===== src/rtl/sram_req_ctrl.sv =====
// Request-side controller for a 128x32 byte-enabled SRAM: one load/store in flight, 3-cycle access.
// Optional build macro SRAM_MISALIGN_TRAP_EN turns misaligned half/word accesses into error responses.
module sram_req_ctrl (
    input  logic        clk,
    input  logic        rst_n,
    input  logic        req_valid,
    output logic        req_ready,
    input  logic        req_we,
    input  logic [8:0]  req_addr,
    input  logic [1:0]  req_size,
    input  logic        req_unsigned,
    input  logic [31:0] req_wdata,
    output logic        resp_valid,
    input  logic        resp_ready,
    output logic [31:0] resp_rdata,
    output logic        resp_err,
    output logic [6:0]  sram_addr_sel,
    output logic [3:0]  sram_byte_sel,
    output logic        sram_read_pulse,
    output logic        sram_write_pulse,
    output logic [31:0] sram_datain,
    input  logic [31:0] sram_dataout
);

    localparam logic [1:0] IDLE  = 2'd0;
    localparam logic [1:0] SETUP = 2'd1;
    localparam logic [1:0] PULSE = 2'd2;
    localparam logic [1:0] RESP  = 2'd3;

    localparam logic [1:0] SZ_BYTE = 2'b00;
    localparam logic [1:0] SZ_HALF = 2'b01;
    localparam logic [1:0] SZ_WORD = 2'b10;

    logic [1:0]  state;
    logic        op_we;
    logic        op_unsigned;
    logic [1:0]  op_size;
    logic [1:0]  op_off;

    logic [8:0]  eff_addr;
    logic        req_err;
    logic [3:0]  be_nxt;
    logic [31:0] wdata_nxt;
    logic [7:0]  lane_byte;
    logic [15:0] lane_half;
    logic [31:0] load_data;

    assign req_ready = (state == IDLE);

    // NOTE: every always_comb output gets a default first, so no path can infer a latch.
    always_comb begin
        eff_addr  = req_addr;
        req_err   = (req_size == 2'b11);
`ifdef SRAM_MISALIGN_TRAP_EN
        if (req_size == SZ_HALF && req_addr[0])
            req_err = 1'b1;
        if (req_size == SZ_WORD && req_addr[1:0] != 2'b00)
            req_err = 1'b1;
`else
        if (req_size == SZ_HALF)
            eff_addr[0] = 1'b0;
        if (req_size == SZ_WORD)
            eff_addr[1:0] = 2'b00;
`endif
        be_nxt    = 4'b0000;
        wdata_nxt = req_wdata;
        case (req_size)
            SZ_BYTE: begin
                be_nxt    = 4'b0001 << eff_addr[1:0];
                wdata_nxt = {4{req_wdata[7:0]}};
            end
            SZ_HALF: begin
                be_nxt    = 4'b0011 << {eff_addr[1], 1'b0};
                wdata_nxt = {2{req_wdata[15:0]}};
            end
            SZ_WORD: be_nxt = 4'b1111;
            default: be_nxt = 4'b0000;
        endcase
    end

    // Lane extraction uses the offset captured at accept, since req_addr may change afterwards.
    always_comb begin
        lane_byte = sram_dataout[{op_off, 3'b000} +: 8];
        lane_half = op_off[1] ? sram_dataout[31:16] : sram_dataout[15:0];
        case (op_size)
            SZ_BYTE: load_data = op_unsigned ? {24'h0, lane_byte}
                                             : {{24{lane_byte[7]}}, lane_byte};
            SZ_HALF: load_data = op_unsigned ? {16'h0, lane_half}
                                             : {{16{lane_half[15]}}, lane_half};
            default: load_data = sram_dataout;
        endcase
    end

    // NOTE: sequential state uses non-blocking assignments only; blocking here would race other flops.
    always_ff @(posedge clk or negedge rst_n) begin
        if (!rst_n) begin
            state            <= IDLE;
            op_we            <= 1'b0;
            op_unsigned      <= 1'b0;
            op_size          <= 2'b00;
            op_off           <= 2'b00;
            resp_valid       <= 1'b0;
            resp_err         <= 1'b0;
            resp_rdata       <= 32'h0;
            sram_addr_sel    <= 7'h0;
            sram_byte_sel    <= 4'h0;
            sram_datain      <= 32'h0;
            sram_read_pulse  <= 1'b0;
            sram_write_pulse <= 1'b0;
        end else begin
            sram_read_pulse  <= 1'b0;
            sram_write_pulse <= 1'b0;
            case (state)
                IDLE: begin
                    if (req_valid) begin
                        sram_addr_sel <= eff_addr[8:2];
                        sram_byte_sel <= be_nxt;
                        sram_datain   <= wdata_nxt;
                        op_we         <= req_we;
                        op_unsigned   <= req_unsigned;
                        op_size       <= req_size;
                        op_off        <= eff_addr[1:0];
                        resp_rdata    <= 32'h0;
                        resp_err      <= req_err;
                        if (req_err) begin
                            state      <= RESP;
                            resp_valid <= 1'b1;
                        end else begin
                            state <= SETUP;
                        end
                    end
                end
                SETUP: begin
                    state            <= PULSE;
                    sram_read_pulse  <= !op_we;
                    sram_write_pulse <= op_we;
                end
                PULSE: begin
                    state      <= RESP;
                    resp_valid <= 1'b1;
                    resp_rdata <= op_we ? 32'h0 : load_data;
                end
                RESP: begin
                    if (resp_ready) begin
                        state      <= IDLE;
                        resp_valid <= 1'b0;
                    end
                end
                default: state <= IDLE;
            endcase
        end
    end

endmodule

===== config.mk =====
export PLATFORM = sky130hd
export DESIGN_NAME = sram_req_ctrl
export DESIGN_NICKNAME = d
export VERILOG_FILES = /design/src/rtl/sram_req_ctrl.sv
export SDC_FILE = /design/constraint.sdc
export NUM_CORES = 1
export LEC_CHECK = 0
export ABC_AREA = 1
export CORE_ASPECT_RATIO = 1.25
export CORE_MARGIN = 2
export CORE_UTILIZATION = 40
export CTS_BUF_LIST = sky130_fd_sc_hd__clkbuf_4
export DETAILED_ROUTE_END_ITERATION = 10
export PLACE_DENSITY = 0.79
export SLEW_MARGIN = 15
export SYNTH_ARGS = -nofsm -noshare
export SYNTH_HDL_FRONTEND = slang
export SYNTH_SLANG_ARGS = --single-unit

===== constraint.sdc =====
create_clock -name clk -period 2 [get_ports clk]
set_input_delay 0.4 -clock clk [delete_from_list [all_inputs] [get_ports clk]]
set_output_delay 0.4 -clock clk [all_outputs]
set_load 0.05 [all_outputs]

==> results of run 1 <==
[cells in the final DEF (no fill, tap or decap), drive strengths merged]
| cell | instances |
|---|---|
| nor2 | 41 |
| clkdlybuf4s50 | 79 |
| inv | 26 |
| o211ai | 1 |
| buf | 28 |
| o21ai | 48 |
| a21oi | 26 |
| dlygate4sd3 | 1 |
| clkbuf | 10 |
| dfrtp | 87 |
| ha | 6 |
| a31oi | 3 |
| clkinv | 2 |
| o21a | 1 |
| nand4 | 1 |
| dlygate4sd2 | 70 |
| bufinv | 4 |
| nand3 | 26 |
| nand2 | 290 |
| clkinvlp | 1 |
[timing repair]
item,in CTS,in global routing
pin swaps,0,0
endpoints found under the setup margin,70,4
hold buffers,1,0
hold endpoints to repair,25,0
gates resized for setup,70,1
[layout make-up]
cell class                 instances  area (um2)  area share
sequential                        87        2180       0.349
inverter                          27         109      0.0175
clock buffer                      10        75.1      0.0120
tap                              132         165      0.0265
multi-input combinational        443        1910       0.307
timing repair buffer             178        1660       0.267
clock inverter                     6         133      0.0213
[cell families (layout without fill, tap and decap cells)]
group / count (synthesis) / after routing / share of synthesized area
buffers and inverters: 53 / 221 / 0.0533
adders and majority gates: 6 / 6 / 0.0174
AOI/OAI and AO/OA: 79 / 79 / 0.0936
DFF: 87 / 87 / 0.504
and+or+nand+nor: 358 / 358 / 0.331
[worst paths after layout]
kind                                     start          endpoint  slack [ns]  depth (start not counted)
min in group clk                   req_addr[7]  sram_addr_sel[5]        0.47                          3
max in group asynchronous                rst_n    sram_datain[8]        0.99                          3
worst min-delay path                     rst_n    resp_rdata[30]        0.40                          2
worst max register to register       op_off[1]    resp_rdata[24]        0.16                          9
worst min register to register  sram_datain[5]    sram_datain[5]        0.49                          2
worst max-delay path                  state[1]         req_ready        0.15                          3
[power groups by stage]
stage                     sequential (mW)  clock (mW)  combinational (mW)
after global placement               2.96           0                6.35
after floorplan                      5.06           0                2.20
final                                2.93        1.38                6.07
after global routing                 3.01        1.49                6.56
after detailed placement             2.97           0                6.48
after CTS                            2.93        1.42                6.11
[sequential cells by signal, summed over array words and instances (netlist names)]
register / cells
op_off: 2
op_size: 2
op_unsigned: 1
op_we: 1
resp_err: 1
resp_rdata: 32
resp_valid: 1
sram_addr_sel: 7
sram_byte_sel: 4
sram_datain: 32
sram_read_pulse: 1
sram_write_pulse: 1
state: 2
[routing by layer]
| layer | GRT usage | vias to the layer above | part of all wire |
|---|---|---|---|
| li1 | - | 2160 | - |
| met1 | 0.262 | 2052 | 0.39 |
| met2 | 0.388 | 223 | 0.49 |
| met3 | 0.0606 | 29 | 0.091 |
| met4 | 0.103 | 0 | 0.028 |
| met5 | 0 | - | 0 |
[per-stage QoR]
stage | area (um2) | cells | worst slack [ns] | hold WS [ns] | total power [mW]
after floorplan | 4320 | 583 | 0.0122 | 0.104 | 7.26
after global placement | 6100 | 866 | 0.202 | 0.334 | 9.31
after detailed placement | 6100 | 866 | 0.152 | 0.341 | 9.45
after CTS | 6230 | 883 | 0.0529 | 0.373 | 10.5
after global routing | 6230 | 883 | 0.0314 | 0.424 | 11.1
final | 6230 | 883 | 0.149 | 0.397 | 10.4
==> flow_summary.yaml, run 1 <==
clock_tree:
  postCtsSetupRepairBufs: 0
  clk_latency_ns: 0.45
  h-tree-depth: 3
  cts_buffers: 9
  cts_root_buf: "clkbuf_4"
  clk_path_buf_depth: 2
  cts.clk_slew.worst_paths_ns: 0.14
  cts_tree: "built"
  clock-sinks: 87
global_routing:
  grt_max_degree: 55
  grt_antenna_before_repair: 0
  grt_pass1_vias: 4426
  grt-ovfl-total: 0
  grt_pass1_wl_mm: 21.0
  grt_usage: 0.225
logic_synthesis:
  yosys.area.top_type_share: 0.504
  ys_top_cells_by_count: "nand2_1 (286), dfrtp_1 (87), o21ai_0 (48), nor2_1 (39), a21oi_1 (26)"
  ys_ff_latch: 87
  synth_area_um2: 4320
  syn_nets: 670
  synth.yosys.seq_area_share: 0.504
  ys_types: 24
  synth_edf_count: 0
  yosysMostFrequentCell: "nand2_1"
  yosysTopAreaCell: "dfrtp_1"
  async_flop_share: 1.00
  postSynthAreaPerCell_um2: 7.40
  syn_inst: 583
  netlist_top_cells_area: "dfrtp_1 (50%), nand2_1 (25%), o21ai_0 (5.6%)"
  yosysWarnings: 0
  synth-main-ff-cell: "dfrtp_1"
worst_setup_path:
  path_buf_inv: 2
  path_class: "register to primary output"
  crit_family: "flip-flops"
  required_ns: 1.60
  critPathCaptureType: "primary output"
  cp-start-kind: "register"
  max_stage_delay_ns: 0.43
  cpMaxStageDelayCell: "dfrtp_1"
  crit_arrival_ns: 1.45
  crit_chain: "inv_1, ha_2, buf_12"
  worstPathMaxFanout: 5
timing:
  timing.final.hold_violations: 0
  slew_viol_final: 0
  tightest_slew_ns: 0.567
  fin_worst_skew_ns: 0.0184
  max_freq_ghz: 0.540
  final.setup.tns_ns: 0
  setup_viol: 0
  rsz0062_at_grt: "false"
  max_slew_margin: 0.622
  fin_crit_sh: 0.926
  fin_crit_ns: 1.85
floorplan:
  rows: 42
  io_pins: 161
  die_y_um: 120
  die_area_um2: 11600
  chipWidth_um: 96.9
  initial_core_util: 0.409
  core_area_um2: 10600
power_and_ir_drop:
  p_switching_mw: 5.45
  comb_power_share: 0.585
  max-vdd-ir-drop_mv: 0.966
  pwr_density_cell_nw_per_um2: 1660
  internal_power_mw: 4.93
  static-leakage-power_nw: 3.42
  p_seq_frac: 0.282
  swShare: 0.525
  clkPwrFrac: 0.133
placement:
  routabilityCongestion: 0.900
  portBuffers: 160
  post-dp-hpwl_mm: 9.82
status:
  run_status: "completed"
route:
  wire_per_inst_um: 14.7
  vias: 4464
  via_per_inst: 5.06
  drt_wl_total_mm: 13.0
  route.detailed.drc: 0
  firstDrtPassIters: 5
  ant_nets: 0
  drt_iter0_markers: 196
min_path:
  hold_class: "input port to async pin"
final_layout:
  fin_nets: 833
  diodes: 0
  area_growth_pct: 44.4
  n_fill_cell: 1018
  fin_util: 0.590
  drive_gt1_frac: 0.0746
job:
  drv_cap: 0
Note: power is estimated with default switching activity, not from simulation.
==> inputs of run 2 (changes only) <==
Settings changed: PLACE_DENSITY 0.79 to 0.73.
==> run 2 against run 1 <==
Clock skew increased by 0.0045 ns. Critical path depth unchanged. Setup slack got worse by 0.0058 ns. First-iteration DRC count decreased by 31%. Sequential power about the same. Power decreased by 3.4%. Clock power decreased by 27%. Critical path type unchanged. Largest cell class unchanged. Largest power group unchanged.
==> flow_summary.yaml, run 2 (synthesis results as in run 1) <==
worst_setup_path:
  critPathCaptureType: "primary output"
  crit_family: "flip-flops"
  worstPathMaxFanout: 5
  cp-start-kind: "register"
  path_class: "register to primary output"
  cpMaxStageDelayCell: "dfrtp_1"
  max_stage_delay_ns: 0.42
  path_buf_inv: 2
  crit_arrival_ns: 1.46
  required_ns: 1.60
  crit_chain: "inv_1, ha_2, buf_12"
  r2r_slack_ns: 0.22
global_routing:
  grt_antenna_before_repair: 0
  grt-ovfl-total: 0
  grt_max_degree: 63
  grt_pass1_vias: 4360
  grt_usage: 0.228
  grt_pass1_wl_mm: 21.3
power_and_ir_drop:
  comb_power_share: 0.606
  clkPwrFrac: 0.101
  fin_total_pwr_mw: 10.0
  internal_power_mw: 4.56
  p_switching_mw: 5.47
  pwr_density_cell_nw_per_um2: 1630
  p_seq_frac: 0.293
  static-leakage-power_nw: 3.38
  max-vdd-ir-drop_mv: 0.871
  swShare: 0.545
clock_tree:
  cts_root_buf: "clkbuf_4"
  clk_path_buf_depth: 2
  cts.clk_slew.worst_paths_ns: 0.14
  cts_buffers: 9
  cts_tree: "built"
  clock-sinks: 87
  h-tree-depth: 3
  clk_latency_ns: 0.46
timing:
  holdWs_ns: 0.362
  setup_viol: 0
  max_freq_ghz: 0.538
  tightest_slew_ns: 0.538
  final.setup.tns_ns: 0
  fin_worst_skew_ns: 0.0229
  rsz0062_at_grt: "false"
  slew_viol_final: 0
  fin_crit_sh: 0.929
  fin_crit_ns: 1.86
  max_slew_margin: 0.643
  setup_ws_ns: 0.143
  timing.final.hold_violations: 0
final_layout:
  mostFrequentLayoutCells: "nand2_1 (285), dfrtp_1 (86), clkdlybuf4s50_1 (79)"
  reg_top3: "resp_rdata: 32 flops, sram_datain: 32 flops, sram_addr_sel: 7 flops"
  fin_nets: 831
  diodes: 0
  drive_gt1_frac: 0.0748
  area_growth_pct: 42.8
  layout_commonest_cell: "nand2_1"
status:
  run_status: "completed"
floorplan:
  die_y_um: 120
  rows: 42
  chipWidth_um: 96.9
  io_pins: 161
  initial_core_util: 0.409
  core_area_um2: 10600
  die_area_um2: 11600
route:
  firstDrtPassIters: 5
  wire_per_inst_um: 14.6
  drt_wl_total_mm: 12.8
  drt_iter0_markers: 136
  via_per_inst: 4.98
  route.detailed.drc: 0
  ant_nets: 0
  vias: 4391
job:
  drv_cap: 0
min_path:
  hold_class: "input port to async pin"
placement:
  dp_slack_ns: 0.0886
  post-dp-hpwl_mm: 9.68
  portBuffers: 160
  routabilityCongestion: 0.877
==> run 2: cell type report <==
class / count / area (um2)
fillers: 990 / 4400
flip-flops and latches: 87 / 2180
multi-input cells: 443 / 1910
repair buffers: 176 / 1660
well taps: 132 / 165
inverters: 27 / 109
clock inverters: 7 / 72.6
clock buffers: 9 / 67.6
==> run 2: metrics by stage <==
step                cells  area (um2)   util
floorplan             583        4320      -
global placement      864        6090  0.577
detailed placement    864        6090  0.577
CTS                   881        6160  0.583
global route          881        6160  0.584
finish                881        6160  0.584
==> run 2: worst paths after layout <==
kind                               start               end  depth (start not counted)
min reg2reg                resp_rdata[8]     resp_rdata[8]                          2
min                                rst_n    resp_rdata[29]                          2
max reg2reg                   op_size[1]    resp_rdata[25]                          9
min in group clk             req_addr[7]  sram_addr_sel[5]                          3
max in group asynchronous          rst_n     resp_rdata[4]                          3
max                             state[1]         req_ready                          3
==> run 2: power by group through the flow <==
stage | clock network (mW) | logic, mW | registers [mW]
after floorplan | 0 | 2.20 | 5.06
after global routing | 1.14 | 6.58 | 3.04
after CTS | 1.04 | 6.11 | 2.94
after global placement | 0 | 6.39 | 2.96
final | 1.01 | 6.08 | 2.94
after detailed placement | 0 | 6.48 | 2.98
==> run 2: metal layers <==
metal / share of wire / vias up / track usage
met3: 0.075 / 28 / 0.0565
met1: 0.40 / 2028 / 0.276
li1: - / 2151 / -
met4: 0.027 / 0 / 0.0977
met2: 0.50 / 184 / 0.387
met5: 0 / - / 0
==> run 2: repair_timing <==
item / CTS / global route
setup buffers: 0 / 0
hold endpoints to repair: 19 / 0
hold buffers: 1 / 0
pin swaps: 0 / 0
setup endpoints to repair: 68 / 9
gates resized for setup: 68 / 2
==> inputs of run 3 (changes only) <==
Settings changed: HOLD_SLACK_MARGIN set to 0.15.
==> results of run 3 <==
The final DEF is identical to that of run 2; final timing and power are the same.
